### config.mk
export PLATFORM = sky130hd
export DESIGN_NAME = tomasulo_fetch_issue
export DESIGN_NICKNAME = d
export VERILOG_FILES = /design/src/rtl/tomasulo_fetch_issue.sv
export SDC_FILE = /design/constraint.sdc
export NUM_CORES = 2
export LEC_CHECK = 0
export CAP_MARGIN = 5
export CORE_ASPECT_RATIO = 1.25
export CORE_UTILIZATION = 40
export CTS_CLUSTER_SIZE = 40
export DETAILED_ROUTE_END_ITERATION = 8
export PLACE_DENSITY = 0.64
export SYNTH_ARGS = -nofsm -noshare
export SYNTH_HDL_FRONTEND = slang
export SYNTH_SLANG_ARGS = --single-unit
### constraint.sdc
create_clock -name clk1 -period 35.4 [get_ports clk1]
set_input_delay 3.54 -clock clk1 [delete_from_list [all_inputs] [get_ports clk1]]
set_output_delay 3.54 -clock clk1 [all_outputs]
set_load 0.005 [all_outputs]
### src/rtl/tomasulo_fetch_issue.sv
// Tomasulo front end: 16-word instruction store, decode and in-order issue with
// register renaming through a small ROB, CDB capture and in-order commit.
module tomasulo_fetch_issue #(
    parameter int DATA_W      = 16,
    parameter int ROB_ENTRIES = 8,
    localparam int TAG_W      = $clog2(ROB_ENTRIES)
) (
    input  logic              clk1,
    input  logic              rst,
    input  logic              prog_we,
    input  logic [3:0]        prog_addr,
    input  logic [15:0]       prog_data,
    input  logic [3:0]        pc,
    input  logic              pc_valid,
    output logic              stall,
    output logic              issued,
    output logic              illegal,
    output logic [3:0]        iss_func,
    output logic [TAG_W-1:0]  iss_tag,
    output logic [1:0]        iss_class,
    output logic [1:0]        iss_slot,
    output logic [3:0]        iss_imm,
    output logic [DATA_W-1:0] src1_val,
    output logic [DATA_W-1:0] src2_val,
    output logic [DATA_W-1:0] src3_val,
    output logic [TAG_W-1:0]  src1_tag,
    output logic [TAG_W-1:0]  src2_tag,
    output logic [TAG_W-1:0]  src3_tag,
    output logic              src1_rdy,
    output logic              src2_rdy,
    output logic              src3_rdy,
    input  logic              cdb_valid,
    input  logic [TAG_W-1:0]  cdb_tag,
    input  logic [DATA_W-1:0] cdb_data,
    input  logic              commit_req,
    output logic              commit_valid,
    output logic [3:0]        commit_rd,
    output logic [DATA_W-1:0] commit_data,
    input  logic [11:0]       rs_release,
    output logic [TAG_W:0]    rob_count
);
    localparam int CNT_W = TAG_W + 1;
    localparam logic [TAG_W:0] ROB_FULL = CNT_W'(ROB_ENTRIES);
    localparam logic [1:0] CLS_ADD = 2'd0;
    localparam logic [1:0] CLS_MUL = 2'd1;
    localparam logic [1:0] CLS_BR  = 2'd2;
    localparam logic [1:0] CLS_LSQ = 2'd3;

    typedef struct packed {
        logic              busy;
        logic              ready;
        logic              writes_rd;
        logic [3:0]        rd;
        logic [DATA_W-1:0] value;
    } rob_entry_t;

    typedef struct packed {
        logic              pending;
        logic [TAG_W-1:0]  tag;
        logic [DATA_W-1:0] value;
    } reg_entry_t;

    logic [15:0]       imem_q [16];
    rob_entry_t        rob_q [ROB_ENTRIES];
    rob_entry_t        rob_d [ROB_ENTRIES];
    reg_entry_t        reg_q [16];
    reg_entry_t        reg_d [16];
    logic [TAG_W-1:0]  head_q, head_d, tail_q, tail_d;
    logic [TAG_W:0]    count_q, count_d;
    logic [11:0]       slot_busy_q, slot_busy_d;

    logic              issued_q, issued_d, illegal_q, illegal_d;
    logic [3:0]        iss_func_q, iss_func_d, iss_imm_q, iss_imm_d;
    logic [TAG_W-1:0]  iss_tag_q, iss_tag_d;
    logic [1:0]        iss_class_q, iss_class_d, iss_slot_q, iss_slot_d;
    logic [DATA_W-1:0] src_val_q [3];
    logic [DATA_W-1:0] src_val_d [3];
    logic [TAG_W-1:0]  src_tag_q [3];
    logic [TAG_W-1:0]  src_tag_d [3];
    logic [2:0]        src_rdy_q, src_rdy_d;
    logic              commit_valid_q, commit_valid_d;
    logic [3:0]        commit_rd_q, commit_rd_d;
    logic [DATA_W-1:0] commit_data_q, commit_data_d;

    logic [15:0]       instr;
    logic [3:0]        func, rs1, rs2, rd;
    logic              legal, writes_rd, is_store;
    logic [1:0]        cls, slot_idx;
    logic [3:0]        cls_busy, slot_base;
    logic              slot_found, do_issue, do_commit;
    logic [3:0]        src_reg [3];
    logic [DATA_W-1:0] op_val [3];
    logic [TAG_W-1:0]  op_tag [3];
    logic [2:0]        op_rdy;
    rob_entry_t        head_e;

    always_comb begin
        // NOTE: every signal gets a default before any branch, so no latch can be inferred.
        instr      = imem_q[pc];
        func       = instr[15:12];
        rs1        = instr[11:8];
        rs2        = instr[7:4];
        rd         = instr[3:0];
        legal      = ~func[3];
        writes_rd  = (func <= 4'd4);
        is_store   = (func == 4'd5);
        cls        = CLS_BR;
        slot_base  = 4'd6;
        cls_busy   = {2'b11, slot_busy_q[7:6]};
        case (func[2:1])
            2'b00: begin cls = CLS_ADD; slot_base = 4'd0; cls_busy = {1'b1, slot_busy_q[2:0]}; end
            2'b01: begin cls = CLS_MUL; slot_base = 4'd3; cls_busy = {1'b1, slot_busy_q[5:3]}; end
            2'b10: begin cls = CLS_LSQ; slot_base = 4'd8; cls_busy = slot_busy_q[11:8]; end
            default: ;
        endcase
        // Scanning downwards leaves the lowest free index as the final pick.
        slot_found = 1'b0;
        slot_idx   = 2'd0;
        for (int i = 3; i >= 0; i--) begin
            if (!cls_busy[i]) begin
                slot_found = 1'b1;
                slot_idx   = 2'(i);
            end
        end
        do_issue  = pc_valid & legal & (count_q != ROB_FULL) & slot_found;
        stall     = pc_valid & legal & ~do_issue;
        do_commit = commit_req & rob_q[head_q].busy & rob_q[head_q].ready;
    end

    // Operands are looked up in pre-edge state, so rd==rs1 sees the old mapping.
    always_comb begin
        src_reg[0] = rs1;
        src_reg[1] = rs2;
        src_reg[2] = rd;
        for (int s = 0; s < 3; s++) begin
            op_val[s] = '0;
            op_tag[s] = '0;
            op_rdy[s] = 1'b0;
            if (!reg_q[src_reg[s]].pending) begin
                op_val[s] = reg_q[src_reg[s]].value;
                op_rdy[s] = 1'b1;
            end else begin
                op_tag[s] = reg_q[src_reg[s]].tag;
                if (rob_q[op_tag[s]].ready) begin
                    op_val[s] = rob_q[op_tag[s]].value;
                    op_rdy[s] = 1'b1;
                end else if (cdb_valid && cdb_tag == op_tag[s]) begin
                    op_val[s] = cdb_data;
                    op_rdy[s] = 1'b1;
                end
            end
        end
        if (!is_store) begin
            op_val[2] = '0;
            op_tag[2] = '0;
            op_rdy[2] = 1'b0;
        end
    end

    always_comb begin
        rob_d          = rob_q;
        reg_d          = reg_q;
        head_d         = head_q;
        tail_d         = tail_q;
        slot_busy_d    = slot_busy_q & ~rs_release;
        head_e         = rob_q[head_q];
        issued_d       = 1'b0;
        illegal_d      = pc_valid & ~legal;
        iss_func_d     = iss_func_q;
        iss_tag_d      = iss_tag_q;
        iss_class_d    = iss_class_q;
        iss_slot_d     = iss_slot_q;
        iss_imm_d      = iss_imm_q;
        src_val_d      = src_val_q;
        src_tag_d      = src_tag_q;
        src_rdy_d      = src_rdy_q;
        commit_valid_d = 1'b0;
        commit_rd_d    = commit_rd_q;
        commit_data_d  = commit_data_q;

        if (cdb_valid && rob_q[cdb_tag].busy) begin
            rob_d[cdb_tag].ready = 1'b1;
            rob_d[cdb_tag].value = cdb_data;
        end

        if (do_commit) begin
            if (head_e.writes_rd) begin
                reg_d[head_e.rd].value = head_e.value;
                if (reg_q[head_e.rd].pending && reg_q[head_e.rd].tag == head_q)
                    reg_d[head_e.rd].pending = 1'b0;
            end
            rob_d[head_q]  = '0;
            head_d         = head_q + 1'b1;
            commit_valid_d = 1'b1;
            commit_rd_d    = head_e.rd;
            commit_data_d  = head_e.value;
        end

        // Issue is applied after commit so a same-edge rename of rd wins.
        if (do_issue) begin
            rob_d[tail_q] = '{busy: 1'b1, ready: 1'b0, writes_rd: writes_rd, rd: rd, value: '0};
            tail_d        = tail_q + 1'b1;
            slot_busy_d[slot_base + {2'b00, slot_idx}] = 1'b1;
            if (writes_rd) begin
                reg_d[rd].tag     = tail_q;
                reg_d[rd].pending = 1'b1;
            end
            issued_d    = 1'b1;
            iss_func_d  = func;
            iss_tag_d   = tail_q;
            iss_class_d = cls;
            iss_slot_d  = slot_idx;
            iss_imm_d   = rd;
            src_val_d   = op_val;
            src_tag_d   = op_tag;
            src_rdy_d   = op_rdy;
        end

        count_d = count_q + CNT_W'(do_issue) - CNT_W'(do_commit);
    end

    // NOTE: the instruction store has no reset; a loaded program survives rst.
    always_ff @(posedge clk1) begin
        if (prog_we) imem_q[prog_addr] <= prog_data;
    end

    always_ff @(posedge clk1 or posedge rst) begin
        if (rst) begin
            for (int i = 0; i < ROB_ENTRIES; i++) rob_q[i] <= '0;
            for (int i = 0; i < 16; i++) reg_q[i] <= '{pending: 1'b0, tag: '0, value: DATA_W'(i)};
            for (int i = 0; i < 3; i++) begin
                src_val_q[i] <= '0;
                src_tag_q[i] <= '0;
            end
            head_q         <= '0;
            tail_q         <= '0;
            count_q        <= '0;
            slot_busy_q    <= '0;
            issued_q       <= 1'b0;
            illegal_q      <= 1'b0;
            iss_func_q     <= '0;
            iss_tag_q      <= '0;
            iss_class_q    <= '0;
            iss_slot_q     <= '0;
            iss_imm_q      <= '0;
            src_rdy_q      <= '0;
            commit_valid_q <= 1'b0;
            commit_rd_q    <= '0;
            commit_data_q  <= '0;
        end else begin
            // NOTE: non-blocking assignments keep every flop sampling pre-edge values.
            rob_q          <= rob_d;
            reg_q          <= reg_d;
            src_val_q      <= src_val_d;
            src_tag_q      <= src_tag_d;
            head_q         <= head_d;
            tail_q         <= tail_d;
            count_q        <= count_d;
            slot_busy_q    <= slot_busy_d;
            issued_q       <= issued_d;
            illegal_q      <= illegal_d;
            iss_func_q     <= iss_func_d;
            iss_tag_q      <= iss_tag_d;
            iss_class_q    <= iss_class_d;
            iss_slot_q     <= iss_slot_d;
            iss_imm_q      <= iss_imm_d;
            src_rdy_q      <= src_rdy_d;
            commit_valid_q <= commit_valid_d;
            commit_rd_q    <= commit_rd_d;
            commit_data_q  <= commit_data_d;
        end
    end

    assign issued       = issued_q;
    assign illegal      = illegal_q;
    assign iss_func     = iss_func_q;
    assign iss_tag      = iss_tag_q;
    assign iss_class    = iss_class_q;
    assign iss_slot     = iss_slot_q;
    assign iss_imm      = iss_imm_q;
    assign src1_val     = src_val_q[0];
    assign src2_val     = src_val_q[1];
    assign src3_val     = src_val_q[2];
    assign src1_tag     = src_tag_q[0];
    assign src2_tag     = src_tag_q[1];
    assign src3_tag     = src_tag_q[2];
    assign src1_rdy     = src_rdy_q[0];
    assign src2_rdy     = src_rdy_q[1];
    assign src3_rdy     = src_rdy_q[2];
    assign commit_valid = commit_valid_q;
    assign commit_rd    = commit_rd_q;
    assign commit_data  = commit_data_q;
    assign rob_count    = count_q;
endmodule

==> qor.yml <==
setup_path:
  r2r-end: "src2_val[4]$_DFFE_PP0N_"
  r2r_start: "imem_q[1][4]$_DFFE_PP_"
  crit_type: "in -> out"
  r2r.worst_path.cells: 12
  worstPathMaxFanout: 48
  required_ps: 31860
  crit_arrival_ps: 7170
  start_kind: "primary input"
  critPathCaptureType: "primary output"
  r2r_slack_ps: 29790
detailed_routing:
  drt_iter0_markers: 4131
  drc: 0
  dr_wl_met2_mm: 75.5
  drtPass1Iterations: 6
  top_layer: "met5"
  wl_met3_mm: 12.8
  postRouteAntennaNets: 0
  viasPerCell: 6.18
  routed_wl_mm: 158
  vias: 36579
  wl_per_cell_um: 26.7
  m1WireLength_mm: 62.2
finish:
  area_growth_pct: 13.0
  drive_gt1_share_pct: 18.1
  fin_nets: 4335
  fillers: 10932
  fin_area_sq_um: 54700
  fin_util_pct: 45.6
die:
  pin_count: 164
  die_w_um: 313
  die_height_um: 391
  std_cell_rows: 142
  start_util_pct: 40.4
  core-area_sq_um: 120000
  die_area_sq_um: 122000
clock_tree:
  clockRootBuffer: "clkbuf_16"
  cts.sinks: 880
  cts-resized-gates: 0
  clk_latency_ps: 740
  clockBufferDepth: 3
  ctsHoldBuffers: 0
  cts_buffers: 92
  cts_tree: "built"
  post_cts_buffers: 0
  cts_htree_levels: 3
  cts.clk_slew.worst_paths_ps: 60
place:
  dp_hpwl_mm: 95.9
  portBuffers: 163
  dpl-instance-area_sq_um: 51400
  routabilityCongestion: 0.892
  pre_cts_ws_ps: 24680
power_and_ir_drop:
  p_leak_nw: 21.9
  power.density_nw_per_um2: 75.2
  vdd_ir_drop_max_mv: 0.0434
  power_w: 0.00412
sta:
  grt_setup_unrepaired: "no"
  tns_ps: 0
  finClkSkew_ps: 33.7
  fmax_ghz: 0.0933
  setup_viol: 0
  worst_pin_slew_ps: 1310
  fin_crit_ps: 10710
  min_period_over_period_pct: 30.3
  maxSlewHeadroom_pct: 11.3
  setup_slack_ps: 24690
  hold_viol_final: 0
  drv_slew: 0
min_path:
  hold_end: "iss_tag[0]$_DFFE_PP0N_"
  hold-path-cell-count: 2
  hold_path.startpoint: "iss_tag[0]$_DFFE_PP0N_"
  hp-class: "reg -> reg"
job:
  cap_viol_max_count: 0
synth:
  synth-edff-count: 256
  synth_flop_cell: "dfrtp_1"
  yosysSeqAreaShare_pct: 48.2
  synth_area_per_cell_sq_um: 11.3
  netlist_area_sq_um: 48400
  synth_nets: 4348
  ys_types: 86
  yosys_warnings: 0
  syn_inst: 4272
  synthArstFlopShare_pct: 70.9
  synth-seq-cells: 880
global_routing:
  grt_pass1_wl_mm: 236
  gr-total-overflow: 0
  grt_max_degree: 169
  grt_pass1_vias: 35963
  track_usage_pct: 25.7
  antenna_found_initial: 6
status:
  status: "finished, final reports clean"
==> layer usage <==
metal  vias up  GRT usage [%]
met5         -              0
met4         4           12.7
met3       385           4.45
met2      1731           41.7
met1     18636           33.2
li1      15823              -
==> how the worst max path moves through the flow <==
stage	to	start	slack (ps)	depth (start not counted)
2_1_floorplan	commit_data[0]$_DFFE_PP0P_	rst	14440	1
3_3_place_gp	stall	pc[1]	24730	12
3_5_place_dp	stall	pc[1]	24680	12
4_1_cts	stall	pc[1]	24670	12
5_1_grt	stall	pc[1]	24490	12
6_report	stall	pc[1]	24690	12
==> cell type report <==
class | instances | area, sq um | share of cell area (%)
clock inverter | 45 | 739 | 1.35
timing repair buffer | 269 | 2440 | 4.46
multi-input combinational | 2968 | 23400 | 42.8
tap | 1584 | 1980 | 3.62
inverter | 48 | 190 | 0.348
clock buffer | 125 | 2580 | 4.71
antenna | 2 | 5.00 | 0.00915
sequential | 880 | 23300 | 42.7
==> worst max-delay path, cell delays in order <==
cell,delay [ps]
buf_2,80
buf_4,580
mux4_2,410
mux4_2,590
inv_1,140
ha_1,360
a222oi_1,170
mux2_2,280
nand2b_1,180
o21a_2,230
nor2_1,80
clkdlybuf4s50_1,510
==> report_power, final <==
part / switching, W / internal [W]
combinational: 0.000851 / 0.000647
sequential: 0.000276 / 0.00128
clock: 0.000441 / 0.000620
total: 0.00157 / 0.00255
==> cell usage in the layout, fill, tap and decap left out, drive strengths merged, types with 44 or more instances in the layout <==
master         count
o21ai            118
inv               52
mux2             116
edfxtp           256
nor2b             55
and2              53
a211oi           122
nand3             55
nand2            477
mux4             296
mux2i            314
clkbuf           125
a22o              44
a21oi            432
dfrtp            592
buf              109
nor2             485
clkdlybuf4s50    160
==> cell families (layout without fill, tap and decap cells) <==
logic type / count (synthesis) / count (layout) / synth area share [%]
simple gates: 1221 / 1221 / 10.9
compound gates: 988 / 988 / 13.0
fa+ha+maj: 15 / 15 / 0.403
other cells: 0 / 2 / 0
xor+xnor: 18 / 18 / 0.326
mux: 726 / 726 / 23.1
flops: 880 / 880 / 48.2
buf+inv: 424 / 487 / 4.08
==> synth_stat cells, types with 19 or more instances <==
cell       count  share of area [%]
mux2i_1      310                6.4
o21ai_1       25               0.26
a21o_1        33               0.51
o211ai_1      35               0.54
clkbuf_1     219                1.7
a311o_1       19               0.39
edfxtp_1     256                 16
mux4_2       293                 14
buf_6         28               0.65
a211oi_1     119                1.8
o2111ai_1     23               0.42
nand2_1      474                3.7
a22o_1        44               0.80
and2_1        53               0.68
a31oi_1       36               0.47
nand3_1       54               0.56
mux2_2        96                2.2
dfrtp_1      592                 31
o21ai_0       93               0.96
buf_2         59               0.61
nor2b_1       55               0.71
buf_1         50               0.39
a211o_1       20               0.36
nor2_1       484                3.8
nor3b_1       21               0.33
a21oi_1      431                4.5
dfstp_2       32                1.7
inv_1         46               0.36
nand2b_1      19               0.25
==> metrics by stage <==
stage,hold slack [ps],cells
2_1_floorplan,461,4272
3_3_place_gp,458,5749
3_5_place_dp,463,5749
4_1_cts,479,5919
5_1_grt,499,5919
6_report,473,5921
==> registers in the layout (all words and copies together) (netlist names), 4 cells and up <==
register     flops
reg_q          320
rob_q          184
src2_val        16
src3_val        16
iss_imm          4
imem_q         256
commit_data     16
commit_rd        4
rob_count        4
iss_func         4
slot_busy_q     12
src1_val        16
No activity file was read; power rests on OpenSTA's default activity.
